`src/rtl/hazard_stall_ctrl_pkg.sv`:
```
// Shared types and constants for the pipeline hazard / stall controller.
// Holds the controller state enum, register-address width and the r0 constant.
package hazard_stall_ctrl_pkg;

  localparam int REG_AW = 5;
  localparam logic [REG_AW-1:0] REG_ZERO = 5'd0;

  typedef enum logic [1:0] {
    IDLE     = 2'd0,
    LU_STALL = 2'd1,
    MC_STALL = 2'd2,
    BR_FLUSH = 2'd3
  } hz_state_e;

  // Largest of the three cycle parameters; sizes the shared down-counter.
  function automatic int max_of3(input int a, input int b, input int c);
    int m;
    m = a;
    if (b > m) m = b;
    else m = m;
    if (c > m) m = c;
    else m = m;
    return m;
  endfunction

endpackage

```
`src/rtl/hazard_stall_ctrl_if.sv`:
```
// Bundle of decode/execute hazard inputs and pipeline control outputs.
// master = pipeline side driving hazard info, slave = the stall controller.
interface hazard_stall_ctrl_if #(
  parameter int REG_AW = 5,
  parameter int PERF_W = 16
);
  logic [REG_AW-1:0] id_rs;
  logic [REG_AW-1:0] id_rt;
  logic              id_uses_rt;
  logic              id_mc_op;
  logic [REG_AW-1:0] ex_rd;
  logic              ex_mem_read;
  logic              beq_taken;
  logic              pc_w_enable;
  logic              ifid_w_enable;
  logic              ifid_flush;
  logic              buble_mux_ctrl;
  logic [PERF_W-1:0] stall_cnt;

  modport master (
    output id_rs, id_rt, id_uses_rt, id_mc_op, ex_rd, ex_mem_read, beq_taken,
    input  pc_w_enable, ifid_w_enable, ifid_flush, buble_mux_ctrl, stall_cnt
  );

  modport slave (
    input  id_rs, id_rt, id_uses_rt, id_mc_op, ex_rd, ex_mem_read, beq_taken,
    output pc_w_enable, ifid_w_enable, ifid_flush, buble_mux_ctrl, stall_cnt
  );
endinterface

```
`src/rtl/hazard_stall_ctrl.sv`:
```
// Load-use / multi-cycle / taken-branch hazard controller driving PC and IF/ID
// enables, IF/ID flush and the ID/EX bubble-mux select (1 = pass, 0 = bubble).
module hazard_stall_ctrl
  import hazard_stall_ctrl_pkg::*;
#(
  parameter int REG_AW       = hazard_stall_ctrl_pkg::REG_AW,
  parameter int LU_STALL_CYC = 1,
  parameter int BR_FLUSH_CYC = 1,
  parameter int MC_LAT       = 3,
  parameter int PERF_W       = 16
) (
  input logic             clk,
  input logic             rst_n,
  hazard_stall_ctrl_if.slave hz
);

  localparam int CNT_W = $clog2(max_of3(LU_STALL_CYC, BR_FLUSH_CYC, MC_LAT)) + 1;

  hz_state_e        r_state;
  logic [CNT_W-1:0] r_cnt;
  logic [PERF_W-1:0] r_stall_cnt;

  hz_state_e        w_next_state;
  logic [CNT_W-1:0] w_next_cnt;
  logic             w_lu_haz;
  logic             w_pc_we;
  logic             w_ifid_we;
  logic             w_flush;
  logic             w_buble;

  assign w_lu_haz = hz.ex_mem_read & (hz.ex_rd != REG_ZERO) &
                    ((hz.ex_rd == hz.id_rs) | (hz.id_uses_rt & (hz.ex_rd == hz.id_rt)));

  // Next-state and Mealy output decode; a taken branch overrides any stall.
  always_comb begin
    w_next_state = r_state;
    w_next_cnt   = r_cnt;
    w_pc_we      = 1'b1;
    w_ifid_we    = 1'b1;
    w_flush      = 1'b0;
    w_buble      = 1'b1;
    if (hz.beq_taken) begin
      w_flush = 1'b1;
      w_buble = 1'b0;
      if (BR_FLUSH_CYC > 1) begin
        w_next_state = BR_FLUSH;
        w_next_cnt   = CNT_W'(BR_FLUSH_CYC - 2);
      end else begin
        w_next_state = IDLE;
        w_next_cnt   = '0;
      end
    end else begin
      case (r_state)
        IDLE: begin
          if (w_lu_haz) begin
            w_pc_we   = 1'b0;
            w_ifid_we = 1'b0;
            w_buble   = 1'b0;
            if (LU_STALL_CYC > 1) begin
              w_next_state = LU_STALL;
              w_next_cnt   = CNT_W'(LU_STALL_CYC - 2);
            end else begin
              w_next_state = IDLE;
              w_next_cnt   = '0;
            end
          end else if (hz.id_mc_op) begin
            w_next_state = MC_STALL;
            w_next_cnt   = CNT_W'(MC_LAT - 2);
          end else begin
            w_next_state = IDLE;
          end
        end
        LU_STALL, MC_STALL: begin
          w_pc_we   = 1'b0;
          w_ifid_we = 1'b0;
          w_buble   = 1'b0;
          if (r_cnt == '0) begin
            w_next_state = IDLE;
          end else begin
            w_next_cnt = r_cnt - CNT_W'(1);
          end
        end
        BR_FLUSH: begin
          w_flush = 1'b1;
          w_buble = 1'b0;
          if (r_cnt == '0) begin
            w_next_state = IDLE;
          end else begin
            w_next_cnt = r_cnt - CNT_W'(1);
          end
        end
        default: begin
          w_next_state = IDLE;
          w_next_cnt   = '0;
        end
      endcase
    end
  end

  // State, countdown and saturating bubble counter.
  always_ff @(posedge clk or negedge rst_n) begin
    if (!rst_n) begin
      r_state     <= IDLE;
      r_cnt       <= '0;
      r_stall_cnt <= '0;
    end else begin
      r_state <= w_next_state;
      r_cnt   <= w_next_cnt;
      if (!w_buble && (r_stall_cnt != {PERF_W{1'b1}})) begin
        r_stall_cnt <= r_stall_cnt + PERF_W'(1);
      end else begin
        r_stall_cnt <= r_stall_cnt;
      end
    end
  end

  // While reset is held the pipeline is frozen with IF/ID cleared and bubbles inserted.
  assign hz.pc_w_enable    = rst_n & w_pc_we;
  assign hz.ifid_w_enable  = rst_n & w_ifid_we;
  assign hz.ifid_flush     = ~rst_n | w_flush;
  assign hz.buble_mux_ctrl = rst_n & w_buble;
  assign hz.stall_cnt      = r_stall_cnt;

endmodule

```
`src/flat_wrapper.sv`:
```
// flat-port wrapper written by rule: the top's interface ports become plain ports
module hazard_stall_ctrl_flat import hazard_stall_ctrl_pkg::*;
#(
  parameter int REG_AW       = hazard_stall_ctrl_pkg::REG_AW,
  parameter int LU_STALL_CYC = 1,
  parameter int BR_FLUSH_CYC = 1,
  parameter int MC_LAT       = 3,
  parameter int PERF_W       = 16
)
  (clk, rst_n, hz_id_rs, hz_id_rt, hz_id_uses_rt, hz_id_mc_op, hz_ex_rd, hz_ex_mem_read, hz_beq_taken, hz_pc_w_enable, hz_ifid_w_enable, hz_ifid_flush, hz_buble_mux_ctrl, hz_stall_cnt);
  hazard_stall_ctrl_if #(.REG_AW(REG_AW), .PERF_W(PERF_W)) hz_i ();
  input logic clk;
  input logic rst_n;
  input wire logic [$bits(hz_i.id_rs)-1:0] hz_id_rs;
  input wire logic [$bits(hz_i.id_rt)-1:0] hz_id_rt;
  input wire logic [$bits(hz_i.id_uses_rt)-1:0] hz_id_uses_rt;
  input wire logic [$bits(hz_i.id_mc_op)-1:0] hz_id_mc_op;
  input wire logic [$bits(hz_i.ex_rd)-1:0] hz_ex_rd;
  input wire logic [$bits(hz_i.ex_mem_read)-1:0] hz_ex_mem_read;
  input wire logic [$bits(hz_i.beq_taken)-1:0] hz_beq_taken;
  output wire logic [$bits(hz_i.pc_w_enable)-1:0] hz_pc_w_enable;
  output wire logic [$bits(hz_i.ifid_w_enable)-1:0] hz_ifid_w_enable;
  output wire logic [$bits(hz_i.ifid_flush)-1:0] hz_ifid_flush;
  output wire logic [$bits(hz_i.buble_mux_ctrl)-1:0] hz_buble_mux_ctrl;
  output wire logic [$bits(hz_i.stall_cnt)-1:0] hz_stall_cnt;
  assign hz_i.id_rs = hz_id_rs;
  assign hz_i.id_rt = hz_id_rt;
  assign hz_i.id_uses_rt = hz_id_uses_rt;
  assign hz_i.id_mc_op = hz_id_mc_op;
  assign hz_i.ex_rd = hz_ex_rd;
  assign hz_i.ex_mem_read = hz_ex_mem_read;
  assign hz_i.beq_taken = hz_beq_taken;
  assign hz_pc_w_enable = hz_i.pc_w_enable;
  assign hz_ifid_w_enable = hz_i.ifid_w_enable;
  assign hz_ifid_flush = hz_i.ifid_flush;
  assign hz_buble_mux_ctrl = hz_i.buble_mux_ctrl;
  assign hz_stall_cnt = hz_i.stall_cnt;
  hazard_stall_ctrl #(.REG_AW(REG_AW), .LU_STALL_CYC(LU_STALL_CYC), .BR_FLUSH_CYC(BR_FLUSH_CYC), .MC_LAT(MC_LAT), .PERF_W(PERF_W)) u_core (.clk(clk), .rst_n(rst_n), .hz(hz_i));
endmodule
```
`config.mk`:
```
export PLATFORM = sky130hd
export DESIGN_NAME = hazard_stall_ctrl_flat
export DESIGN_NICKNAME = d
export VERILOG_FILES = /design/src/rtl/hazard_stall_ctrl_pkg.sv /design/src/rtl/hazard_stall_ctrl_if.sv /design/src/rtl/hazard_stall_ctrl.sv /design/src/flat_wrapper.sv
export SDC_FILE = /design/constraint.sdc
export NUM_CORES = 1
export LEC_CHECK = 0
export CAP_MARGIN = 20
export CORE_ASPECT_RATIO = 1.4
export CORE_UTILIZATION = 40
export DETAILED_ROUTE_END_ITERATION = 8
export PLACE_DENSITY = 0.75
export SLEW_MARGIN = 5
export SYNTH_ARGS = -nofsm -noshare
export SYNTH_HDL_FRONTEND = slang
export SYNTH_SLANG_ARGS = --single-unit
```
`constraint.sdc`:
```
create_clock -name clk -period 1.7 [get_ports clk]
set_input_delay 0.17 -clock clk [delete_from_list [all_inputs] [get_ports clk]]
set_output_delay 0.17 -clock clk [all_outputs]
set_load 0.02 [all_outputs]
```
==> flow_summary.ini, run 1 <==
[status]
status = finished clean

[critical_path]
start_kind = register
worstSetupPathType = reg -> reg
cp.arrival_ps = 1880
reg2reg_to = u_core.hz.stall_cnt[1]
r2r_slack_ps = 20
path_max_fanout = 8
slowest_delay_ps = 400
cpMaxStageDelayCell = nor4_2
crit_required_ps = 1900
r2r-start = u_core.hz.stall_cnt[6]
crit_chain = nand4_1, nor4_2, o21bai_2, o21ai_4, mux2_4
crit_path_end_kind = register
r2r.worst_path.cells = 5

[route]
vias = 1134
first_iter_violations = 31
wl_um = 3140
ant_nets = 0
wire_per_inst_um = 13.8
post-route-drc-count = 0
via_per_inst = 5.00
dr.pass1.iters = 4

[placed_design]
place_hpwl_um = 2460
detailed_place.area_um2 = 1860
pre_cts_ws_ps = -709
place_congestion = 0.742
port_buffers = 40

[final_layout]
syn_to_final_growth_pct = 63.3
design_area_um2 = 1890
final_cell_mix = buf_4 (32), clkdlybuf4s50_1 (22), xnor2_1 (16), dfrtp_1 (16), nand4_1 (10)
drive_above_1_share = 0.319
nets = 216
fin_util = 0.701
antenna_cells = 0
final_common_cell = buf_4

[global_routing]
grt_max_degree = 21
grt_use_total = 0.225
grt_pass1_vias = 1131
antenna_found_initial = 0
grt_pass1_wl_um = 5020
grt.overflow.total = 0

[power]
powerDensity_nw_per_um2 = 933
ir_drop_mv = 0.955
leakage_uw = 0.000840

[clock_network]
cts_tree = done
clkSinkCount = 20
h-tree-depth = 1
clk_pin_slew_ps = 120
cts_buffer_depth = 2
clock-root-buffer = clkbuf_4
cts-buffers-inserted = 3
cts_hold_buf = 0
clk_latency_ps = 300

[yosys]
synth_seq_cells = 20
synth_cell_types = 31
netlist_area_um2 = 1160
synth.avg_cell_area_um2 = 9.82
syn_inst = 118
seq_area_frac_synth = 0.432
syn_nets = 142
yosys_warnings = 0

[flow_run]
max-cap-violations = 0

[timing]
final.period_utilization = 0.988
grt_setup_unrepaired = yes
setup_ws_ps = 20.4
max_freq_mhz = 595
fin_crit_ps = 1680
setup_viol = 0
fin_skew_ps = 7.37
tns_ps = 0
hold_viol = 0
tightest_slew_ps = 329
relSlewSlack = 0.779
slew_violations = 0

[floorplan]
die-height_um = 65.7
rows = 22
die_x_um = 47.5
ios = 41
initial_utilization = 0.429
fp.coreArea_um2 = 2700
design.die.area_um2 = 3120

[hold_path]
worst_hold_path_type = in -> async
[critical path: cells and delay by family, from the launching register on]
family,cells,cell delay [ps]
compound gates,2,340
mux,1,310
flops,1,380
simple gates,2,550
[layout make-up]
cell class | count | area (um^2)
repair buffers | 72 | 604
flip-flops and latches | 20 | 505
well taps | 36 | 45.0
inverters | 3 | 11.3
clock buffers | 4 | 26.3
fillers | 230 | 806
multi-input cells | 92 | 699
[flip-flops by register name, indices dropped and copies added, names as in the netlist]
name,cells
u_core.r_cnt,3
u_core.hz.stall_cnt,16
u_core.r_state,1
[where the power goes]
part / internal [uW] / switching (uW) / total [uW]
Combinational: 469 / 424 / 893
Sequential: 569 / 60.1 / 630
Clock: 91.5 / 150 / 242
[kinds of logic after synthesis]
family,synth area share
simple gates,0.233
mux,0.00972
fa+ha+maj,0.0324
xor+xnor,0.197
buf+inv,0.0227
compound gates,0.0734
flops,0.432
[worst max path at each step]
| stage | from | cells past startpoint | slack, ps | endpoint |
|---|---|---|---|---|
| 3_3_place_gp | hz_ex_rd[3] | 7 | -670 | hz_ifid_w_enable |
| 3_5_place_dp | hz_ex_rd[1] | 9 | -710 | hz_ifid_w_enable |
| 6_report | u_core.hz.stall_cnt[6] | 5 | 20 | u_core.hz.stall_cnt[1] |
| 5_1_grt | u_core.hz.stall_cnt[1] | 7 | -60 | u_core.hz.stall_cnt[4] |
| 4_1_cts | hz_id_rt[4] | 8 | 3 | hz_pc_w_enable |
| 2_1_floorplan | u_core.hz.stall_cnt[0] | 6 | 1 | u_core.hz.stall_cnt[1] |
[cells in the mapped netlist, drive strengths merged]
library cell  count  area share
dfrtp            20        0.43
xnor2            16        0.12
nand4            10       0.054
xor2             10       0.076
nand2             8       0.026
nor2              7       0.025
nand3             6       0.026
and3              4       0.022
nor3              4       0.017
a21oi             3       0.013
ha                3       0.032
inv               3      0.0097
nand2b            3       0.016
o21ai             3       0.019
clkbuf            2      0.0065
nor4              2       0.011
or4               2       0.013
a31oi             1      0.0054
a32oi             1      0.0076
and2              1      0.0054
buf               1      0.0065
mux2              1      0.0097
o211ai            1      0.0065
o21a              1      0.0065
o21bai            1      0.0065
o311a             1      0.0086
or2               1      0.0054
or3               1      0.0054
or3b              1      0.0076
[stage by stage]
step,power [uW],std cells,hold WS (ps)
final,1760,227,264
after global routing,1870,227,300
after floorplan,1060,118,-126
after detailed placement,1530,221,509
after global placement,1480,221,485
after CTS,1780,227,273
[metal layers]
metal  share of wire  global-route usage
met2            0.55               0.414
met1            0.40               0.255
met3           0.045              0.0330
met4          0.0038              0.0536
met5               0                   0
[what timing repair did]
action / CTS / global route
buffers inserted: 2 / 0
endpoints found under the setup margin: 23 / 14
resized for setup: 49 / 7
pin swaps: 18 / 12
cloned: 0 / 0
(Power assumes the default switching activity.)
==> inputs of run 2 (changes only) <==
--- a/config.mk
+++ b/config.mk
@@ -5,11 +5,11 @@
 export SDC_FILE = /design/constraint.sdc
 export NUM_CORES = 1
 export LEC_CHECK = 0
-export CAP_MARGIN = 20
 export CORE_ASPECT_RATIO = 1.4
-export CORE_UTILIZATION = 40
+export CORE_UTILIZATION = 55
 export DETAILED_ROUTE_END_ITERATION = 8
-export PLACE_DENSITY = 0.75
+export DONT_BUFFER_PORTS = 1
+export PLACE_DENSITY = 0.73
 export SLEW_MARGIN = 5
 export SYNTH_ARGS = -nofsm -noshare
 export SYNTH_HDL_FRONTEND = slang
==> flow_summary.ini, run 2 (synthesized netlist as in run 1, its figures left out) <==
[status]
status = finished, violations left
violations = setup timing

[final_layout]
nets = 169
final_common_cell = buf_4
fillCellCount = 153
fin_util = 0.744
fin_cells = 165
regArea_um2 = 505
drive_above_1_share = 0.292
syn_to_final_growth_pct = 26.8
antenna_cells = 0
multi_input_area_um2 = 694
largest_register_ffs = 16
final_cell_mix = buf_4 (22), dfrtp_1 (16), xnor2_1 (15)

[power]
intPower_uw = 965
ir_drop_mv = 1.15
combPwrFrac = 0.439
p_switching_uw = 575
p_seq_frac = 0.415
p_sw_frac = 0.374
pwr-share-clk = 0.145
powerDensity_nw_per_um2 = 1050
leakage_uw = 0.000642

[timing]
hold_viol = 0
max_freq_mhz = 586
tightest_slew_ps = 839
final.period_utilization = 1.00
setup_ws_ps = -6.01
fin_crit_ps = 1710
hold-worst-slack_ps = 59.3
slew_violations = 0
tns_ps = -6.01
grt_setup_unrepaired = yes
fin_skew_ps = 3.53
relSlewSlack = 0.439
setup_viol = 1

[clock_network]
cts_tree = done
cts_buffer_depth = 2
h-tree-depth = 1
clk_pin_slew_ps = 110
cts-buffers-inserted = 3
clock-root-buffer = clkbuf_4
clkSinkCount = 20
clk_latency_ps = 290

[global_routing]
grt_max_degree = 21
grt_pass1_vias = 955
grt.overflow.total = 0
grt_pass1_wl_um = 3880
grt_use_total = 0.241
antenna_found_initial = 0

[critical_path]
worstSetupPathType = reg -> reg
path_max_fanout = 8
crit_path_end_kind = register
crit_required_ps = 1890
start_kind = register
cp.arrival_ps = 1890

[floorplan]
initial_utilization = 0.587
rows = 19
die_x_um = 40.8
ios = 41
die-height_um = 56.3
fp.coreArea_um2 = 1970
design.die.area_um2 = 2300

[route]
ant_nets = 0
first_iter_violations = 19
wl_um = 2520
dr.pass1.iters = 4
vias = 966
wire_per_inst_um = 15.3
post-route-drc-count = 0
via_per_inst = 5.85

[placed_design]
dp_cells = 156
port_buffers = 0
place_hpwl_um = 1930
place_congestion = 0.863

[hold_path]
worst_hold_path_type = in -> reg

[flow_run]
max-cap-violations = 0
## run 2: path summary, 6_finish.rpt
| path | from | end | slack (ps) | depth (start not counted) |
|---|---|---|---|---|
| min in group asynchronous | rst_n | u_core.hz.stall_cnt[14] | 420 | 1 |
| max reg2reg | u_core.hz.stall_cnt[0] | u_core.hz.stall_cnt[1] | -6 | 6 |
| max | u_core.hz.stall_cnt[0] | u_core.hz.stall_cnt[1] | -6 | 6 |
| min | hz_id_mc_op | u_core.r_cnt[1] | 60 | 2 |
| min reg2reg | u_core.r_cnt[2] | u_core.r_cnt[2] | 600 | 2 |
| max in group asynchronous | rst_n | u_core.hz.stall_cnt[6] | 710 | 1 |
## run 2: final cells by class
cell class | instances | area share
clock buffers | 4 | 0.0179
inverters | 3 | 0.00767
multi-input cells | 92 | 0.473
flip-flops and latches | 20 | 0.344
well taps | 21 | 0.0179
repair buffers | 25 | 0.140
## run 2: critical path: stages, from the launching register on
cell and delay [ps]:
dfrtp_2 440, ha_4 170, nand4_1 80, nor4_2 60, or2_4 240, o21ai_4 270
mux2_4 330
## run 2: timing repair
item / in CTS / in global routing
setup endpoints to repair: 4 / 8
resized for setup: 0 / 4
hold buffers: 2 / 0
hold endpoints to repair: 24 / 0
pin swaps: 1 / 6
buffers inserted: 0 / 3
## run 2: layer usage
layer  vias to the layer above  part of all wire  GRT usage
met5                         -                 0          0
met4                         0            0.0068     0.0952
li1                        469                 -          -
met3                         2             0.039     0.0514
met2                        22              0.56      0.411
met1                       473              0.39      0.270
## run 2: metrics by stage
stage	cell area, um^2	power (uW)	setup slack (ps)
final	1470	1540	-6.01
after global routing	1470	1630	-101
after CTS	1420	1510	7.91
after detailed placement	1370	1270	-0.213
after global placement	1370	1240	37.8
after floorplan	1200	1060	1.32
## run 2: power by group through the flow
stage | sequential [uW] | combinational [uW] | clock [uW]
floorplan | 787 | 270 | 0
CTS | 636 | 642 | 228
global route | 650 | 737 | 244
detailed placement | 647 | 625 | 0
global placement | 640 | 601 | 0
finish | 639 | 677 | 224
==> inputs of run 3 (changes only) <==
--- a/config.mk
+++ b/config.mk
@@ -5,11 +5,12 @@
 export SDC_FILE = /design/constraint.sdc
 export NUM_CORES = 1
 export LEC_CHECK = 0
+export CAP_MARGIN = 20
 export CORE_ASPECT_RATIO = 1.4
-export CORE_UTILIZATION = 55
+export CORE_UTILIZATION = 50
 export DETAILED_ROUTE_END_ITERATION = 8
 export DONT_BUFFER_PORTS = 1
-export PLACE_DENSITY = 0.73
+export PLACE_DENSITY = 0.68
 export SLEW_MARGIN = 5
 export SYNTH_ARGS = -nofsm -noshare
 export SYNTH_HDL_FRONTEND = slang
==> flow_summary.ini, run 3 (synthesized netlist as in run 1, its figures left out) <==
[critical_path]
slowest_delay_ps = 440
r2r-start = u_core.hz.stall_cnt[1]
reg2reg_to = u_core.hz.stall_cnt[1]
crit_path_end_kind = register
start_kind = register
crit_chain = ha_4, nand4_1, nor4_4, or2_4, o21ai_4, mux2_4
cp.arrival_ps = 1900
cpMaxStageDelayCell = dfrtp_2
worstSetupPathType = reg -> reg
path_max_fanout = 8
crit_required_ps = 1900
r2r_slack_ps = -3
r2r.worst_path.cells = 6

[route]
wl_um = 2540
via_per_inst = 5.78
ant_nets = 0
dr.pass1.iters = 4
post-route-drc-count = 0
first_iter_violations = 18
wire_per_inst_um = 15.2
vias = 966

[power]
pwr-share-clk = 0.179
leakage_uw = 0.000662
intPower_uw = 993
powerDensity_nw_per_um2 = 1050
ir_drop_mv = 1.27
combPwrFrac = 0.417
p_sw_frac = 0.366
p_switching_uw = 572
p_seq_frac = 0.405
total_power_uw = 1570

[placed_design]
dp_cells = 157
detailed_place.area_um2 = 1380
place_congestion = 0.765
port_buffers = 0
place_hpwl_um = 1920

[status]
violations = setup timing
status = finished, violations left

[floorplan]
initial_utilization = 0.532
design.die.area_um2 = 2520
die-height_um = 59.0
die_x_um = 42.7
fp.coreArea_um2 = 2180
ios = 41
rows = 20

[hold_path]
hold_end = u_core.r_cnt[1]
whs_path_depth = 2
worst_hold_path_type = in -> reg
hold_start = hz_id_mc_op

[final_layout]
largest_register_ffs = 16
design_area_um2 = 1480
fin_cells = 167
regArea_um2 = 505
final_common_cell = buf_4
final_cell_mix = buf_4 (23), xnor2_1 (16), dfrtp_1 (16)
fillCellCount = 169
drive_above_1_share = 0.290
syn_to_final_growth_pct = 28.1
fin_util = 0.682
multi_input_area_um2 = 691
antenna_cells = 0
nets = 170

[clock_network]
cts_buffer_depth = 2
clk_pin_slew_ps = 120
cts_tree = done
clkSinkCount = 20
cts-buffers-inserted = 3
clock-root-buffer = clkbuf_4
clk_latency_ps = 300
h-tree-depth = 1

[timing]
hold_viol = 0
tightest_slew_ps = 923
hold-worst-slack_ps = 43.7
setup_ws_ps = -2.70
final.period_utilization = 1.00
setup_viol = 1
relSlewSlack = 0.383
fin_skew_ps = 1.26
max_freq_mhz = 587
grt_setup_unrepaired = yes
fin_crit_ps = 1700
slew_violations = 0

[global_routing]
grt_pass1_wl_um = 4110
grt_pass1_vias = 1000
grt.overflow.total = 0
grt_use_total = 0.209
antenna_found_initial = 0
grt_max_degree = 21

[flow_run]
max-cap-violations = 0
run 3: final cells by class:
class,instances,share of cell area
clock buffers,4,0.0245
well taps,22,0.0185
repair buffers,26,0.143
flip-flops and latches,20,0.341
inverters,3,0.00759
multi-input cells,92,0.465
run 3: worst max-delay path by stage:
stage                     depth (start not counted)                   start  slack [ps]                      to
after global routing                              7  u_core.hz.stall_cnt[1]         -70  u_core.hz.stall_cnt[4]
after global placement                            7             hz_ex_rd[4]          30        hz_ifid_w_enable
final                                             6  u_core.hz.stall_cnt[1]          -3  u_core.hz.stall_cnt[1]
after CTS                                         7             hz_ex_rd[4]           2        hz_ifid_w_enable
after floorplan                                   6  u_core.hz.stall_cnt[0]           1  u_core.hz.stall_cnt[1]
after detailed placement                          6  u_core.hz.stall_cnt[1]           4  u_core.hz.stall_cnt[1]
run 3: metrics by stage:
stage                     TNS (ps)  setup slack [ps]
after global routing          -384             -68.3
after detailed placement         0              3.57
final                        -2.70             -2.70
after floorplan                  0              1.32
after CTS                        0              1.62
after global placement           0              34.5
run 3: power by group through the flow:
stage	sequential [uW]	clock, uW	combinational, uW
2_1_floorplan	787	0	270
3_3_place_gp	640	0	601
3_5_place_dp	642	0	619
4_1_cts	633	286	636
5_1_grt	642	309	699
6_report	633	280	652
run 3: repair_timing:
action	in CTS	in global routing
resized for setup	0	3
pin swaps	1	3
cloned	0	0
hold endpoints to repair	24	0
endpoints found under the setup margin	1	9
setup buffers	0	4
hold buffers	2	0
run 3: worst max-delay path: cells and delay by family, from the launching register on:
family / cells / cell delay [ps]
compound gates: 1 / 240
fa+ha+maj: 1 / 160
flops: 1 / 440
mux: 1 / 320
simple gates: 3 / 440
run 3: per-layer routing:
layer | GRT usage | share of wire
met1 | 0.228 | 0.37
met2 | 0.392 | 0.56
met3 | 0.0276 | 0.032
met4 | 0.0938 | 0.029
met5 | 0 | 0
